<file path="config.mk">
export PLATFORM = sky130hd
export DESIGN_NAME = switch_input
export DESIGN_NICKNAME = d
export VERILOG_FILES = /design/src/rtl/switch_input.sv
export SDC_FILE = /design/constraint.sdc
export NUM_CORES = 1
export LEC_CHECK = 0
export BUFFER_PORTS_ARGS = -buffer_cell sky130_fd_sc_hd__buf_2
export CORE_UTILIZATION = 50
export CTS_BUF_LIST = sky130_fd_sc_hd__clkbuf_4
export DETAILED_ROUTE_END_ITERATION = 7
export GPL_TIMING_DRIVEN = 1
export HOLD_SLACK_MARGIN = 0.03
export PLACE_DENSITY = 0.81
export SYNTH_ARGS = -nofsm -noshare
export SYNTH_HDL_FRONTEND = slang
export SYNTH_SLANG_ARGS = --single-unit
</file>
<file path="constraint.sdc">
create_clock -name clk -period 2.5 [get_ports clk]
set_input_delay 0.25 -clock clk [delete_from_list [all_inputs] [get_ports clk]]
set_output_delay 0.25 -clock clk [all_outputs]
set_load 0.02 [all_outputs]
</file>
<file path="src/rtl/switch_input.sv">
// Memory-mapped switch bank reader: synchronises and debounces active-low switches,
// latches changed bits and raises a level interrupt to CP0 on any debounced change.
module switch_input #(
  parameter int unsigned WIDTH           = 32,
  parameter logic [19:0] DEBOUNCE_CYCLES = 20'd500000
) (
  input  logic             clk,
  input  logic             reset,
  input  logic             enable,
  input  logic             we,
  input  logic [1:0]       addr,
  input  logic [31:0]      data_in,
  input  logic [WIDTH-1:0] switch_raw,
  output logic [31:0]      data_return_cpu,
  output logic             irq
);

  localparam int unsigned CNT_W = 20;
  localparam logic [CNT_W-1:0] CNT_MAX = DEBOUNCE_CYCLES - 20'd1;

  logic [WIDTH-1:0] sync1, sync2, cand, stable, changed, diff;
  logic [CNT_W-1:0] cnt;
  logic             pending, ie;
  logic             settled, change, ctrl_wr, clear;
  logic             unused_data;

  assign unused_data = ^data_in[31:2];

  // Stable-update and bus-write decode
  always_comb begin
    settled = (sync2 == cand) && (cnt == CNT_MAX);
    diff    = cand ^ stable;
    change  = settled && (|diff);
    ctrl_wr = enable && we && (addr == 2'd1);
    clear   = ctrl_wr && data_in[1];
  end

  // Two-flop synchroniser and whole-vector debounce; any bounce restarts the window
  always_ff @(posedge clk) begin
    if (reset) begin
      sync1  <= '1;
      sync2  <= '1;
      cand   <= '1;
      stable <= '1;
      cnt    <= '0;
    end else begin
      sync1 <= switch_raw;
      sync2 <= sync1;
      if (sync2 != cand) begin
        cand <= sync2;
        cnt  <= '0;
      end else if (cnt == CNT_MAX) begin
        stable <= cand;
      end else begin
        cnt <= cnt + 20'd1;
      end
    end
  end

  // Change latch; a new event in the same cycle as a W1C wins over the clear
  always_ff @(posedge clk) begin
    if (reset) begin
      changed <= '0;
      pending <= 1'b0;
      ie      <= 1'b0;
    end else begin
      if (change) begin
        pending <= 1'b1;
        changed <= clear ? diff : (changed | diff);
      end else if (clear) begin
        pending <= 1'b0;
        changed <= '0;
      end
      if (ctrl_wr) begin
        ie <= data_in[0];
      end
    end
  end

  always_comb begin
    data_return_cpu = '0;
    case (addr)
      2'd0:    data_return_cpu = 32'(~stable);
      2'd1:    data_return_cpu = {30'b0, pending, ie};
      2'd2:    data_return_cpu = 32'(changed);
      default: data_return_cpu = '0;
    endcase
  end

  assign irq = pending & ie;

endmodule

</file>
==> reports/results.ini <==
[global_routing]
grt_max_degree=130
antenna_found_initial=1
grt_pass1_vias=5140
grt_remaining_overflow=0
grt_util_all_layers_pct=21.14
grt_pass1_wl_mm=24.73

[logic_synthesis]
synth-compound-area-share_pct=11.61
avgSynthCellArea_um2=8.755
synth_fp_nets=898
yosys_register_bits=182
yosys.area_share.simple_pct=22.17
synth-xor-area-share_pct=9.314
synth_edf_count=0
syn-instance-count=827
yosys_warnings=0
synth-seq-area-share_pct=50.32
synth_area_um2=7241
async_flop_share_pct=0
yosys.area_share.adder_pct=0.1728
synth.mux.area_fraction_pct=0.2765
synth_top_family_by_area=simple AND/OR/NAND/NOR gates
synth_cell_types=33
synth_flop_cell=dfxtp_1

[route]
drt_wl_total_mm=14.88
wl_per_cell_um=13.36
dr.pass1.iters=6
viasPerCell=5.066
first_iter_violations=395
ant_nets=0
drc=0
via_count=5638

[floorplanning]
start_util_pct=51.76
ios=103
coreArea_um2=13990
fp.dieH_um=122.3
die_w_um=122.3
die_area_um2=14970
rows=43

[pwr]
vdd_drop_max_v=0.0003822
power.density_nw_per_um2=598.9
p_leak_nw=3.717

[sta]
grt_setup_unrepaired=no
period_minus_slack_ps=2260
fin_worst_skew_ps=26.91
hold_violations=0
max_freq_mhz=442.5
finalMaxSlewViolations=0
worst_slew_pin_slew_ps=449.8
tns_ps=0
slew_headroom_pct=69.92
hold_slack_ps=197.2
setup_viol=0
fin_crit_sh_pct=90.40

[clock_tree]
cts_resized=0
ctsLongestPathBuffers=2
clk_latency_ps=570
hold_buffers=34
cts_sinks=182
cts_buffers=17
cts_tree=yes
post_cts_buffers=0
ctsHtreeMaxLevel=4
cts-root-buf=clkbuf_4
clkSlewWorstSetupHoldPaths_ps=150

[worst_setup_path]
critPathLaunchType=register
r2r_end=cnt[1]
path_delay_family=simple AND/OR/NAND/NOR gates
critPathBufInv=1
rr_worst_depth=7
slowest_stage=nor4b_4
r2r-start=cnt[0]
max_stage_delay_ps=430
cp_data_arrival_time_ps=2720
reg2reg_slack_ps=240
cp-end-kind=register
critPathKind=register to register
path_cells=ha_1 > and4_1 > nand4_1 > nor4b_4 > buf_4 > mux2i_1 > nor2_1
required_ps=2960
crit_fanout=24
crit_start=cnt[0]

[placed_design]
hpwl_mm=9.919
place_inst=1046
port_buffers=72
gp_congestion=0.7854

[worst_hold_path]
min_from=reset
min_to=ie
min_path_cells=3
hold_path_class=input port to register

[finish]
drive_gt1_share_pct=23.71
layout.nets=990
fin_cells=1113
area_growth_pct=16.66

[flow_run]
drv_cap=0

[status]
status=finished clean

area by class of cell:
| cell class | count | area (um^2) |
|---|---|---|
| inverter | 65 | 244.0 |
| fill | 1206 | 5542 |
| multi-input combinational | 529 | 3169 |
| sequential | 182 | 3643 |
| timing repair buffer | 124 | 873.3 |
| clock buffer | 19 | 142.6 |
| tap | 180 | 225.2 |
| antenna | 1 | 2.502 |
| clock inverter | 13 | 146.4 |
metrics by stage:
step	cell area, um^2	utilization (%)	power, W	worst slack, ps
floorplan	7241	-	0.003333	554.2
global placement	7815	55.87	0.003452	319.6
detailed placement	7815	55.87	0.003464	266.6
CTS	8444	60.37	0.005097	242.3
global route	8447	60.38	0.005263	95.27
finish	8447	60.38	0.005059	240.0
state kept, by name, summed over array words and instances (netlist names):
name	count
cand	32
changed	32
stable	32
sync1	32
sync2	32
cnt	20
ie	1
pending	1
power breakdown:
part / internal [W] / switching (W) / leakage, nW
sequential: 0.00296 / 0.0000389 / 1.49
combinational: 0.000201 / 0.000239 / 2.07
clock: 0.000629 / 0.000988 / 0.156
total: 0.00379 / 0.00127 / 3.72
synthesized netlist by cell type, types with 4 or more instances:
cell type | number | area share, %
dfxtp_1 | 182 | 50
o21ai_1 | 60 | 4.1
xor2_1 | 7 | 0.85
o21ai_0 | 10 | 0.69
nand3_1 | 4 | 0.28
nor3_1 | 36 | 2.5
nand4_1 | 22 | 1.9
buf_2 | 7 | 0.48
a41oi_1 | 33 | 4.0
a21oi_1 | 35 | 2.4
nor2_1 | 82 | 4.3
nand2_1 | 42 | 2.2
or2_2 | 97 | 8.4
inv_1 | 65 | 3.4
clkbuf_1 | 41 | 2.1
xnor2_1 | 70 | 8.5
and4_1 | 6 | 0.73
metal layers:
layer  share of wire, %  routed length, um  global-route usage, %  vias to the layer above
li1                   -                  -                      -                     2926
met1                 48               7081                  29.22                     2497
met2                 44               6499                  32.51                      195
met3                7.0               1045                  4.600                       20
met4                1.7                249                  7.165                        0
met5                  0                  0                      0                        -
worst register-to-register path, cell delays in order, from the launching register on:
cell     delay, ps
dfxtp_1        420
ha_1           250
and4_1         270
nand4_1        160
nor4b_4        430
buf_4          350
mux2i_1        240
nor2_1          50
cells in the final DEF, fill, tap and decap left out, types with 2 or more instances in the layout:
| master | synthesis | routed |
|---|---|---|
| or2_2 | 97 | 97 |
| mux2i_1 | 2 | 2 |
| o21ai_0 | 10 | 10 |
| a31oi_1 | 3 | 3 |
| nand2_1 | 42 | 42 |
| nand4_1 | 22 | 22 |
| inv_6 | 0 | 4 |
| nor4_1 | 3 | 3 |
| dlygate4sd3_1 | 0 | 34 |
| nor3_1 | 36 | 36 |
| xor2_1 | 7 | 7 |
| nand3_1 | 4 | 4 |
| clkinv_4 | 0 | 4 |
| buf_12 | 0 | 3 |
| and3_1 | 3 | 3 |
| a41oi_1 | 33 | 32 |
| and2_1 | 2 | 2 |
| nor2_1 | 82 | 82 |
| nor2b_1 | 2 | 2 |
| buf_2 | 7 | 72 |
| and4_1 | 6 | 6 |
| xnor2_1 | 70 | 70 |
| clkbuf_4 | 0 | 19 |
| dfxtp_1 | 182 | 182 |
| o21ai_1 | 60 | 60 |
| buf_4 | 0 | 15 |
| inv_1 | 65 | 65 |
| bufinv_16 | 0 | 2 |
| a21oi_1 | 35 | 35 |
| or3_1 | 2 | 2 |
logic make-up (layout without fill, tap and decap cells):
kind of cell             after synthesis  count (layout)
AO/OA/AOI/OAI                        142             142
other                                  0               1
AND/OR/NAND/NOR                      307             307
adder cells (fa/ha/maj)                1               1
multiplexers                           2               2
buffers and inverters                116             221
flip-flops                           182             182
XOR/XNOR                              77              77
worst max path at each step:
stage | end | slack, ps | cells after the start
finish | cnt[1] | 240 | 7
floorplan | stable[10] | 550 | 7
detailed placement | cnt[1] | 270 | 7
global placement | cnt[1] | 320 | 7
CTS | cnt[1] | 240 | 7
global route | cnt[18] | 100 | 7
Note: power is estimated with default switching activity, not from simulation.
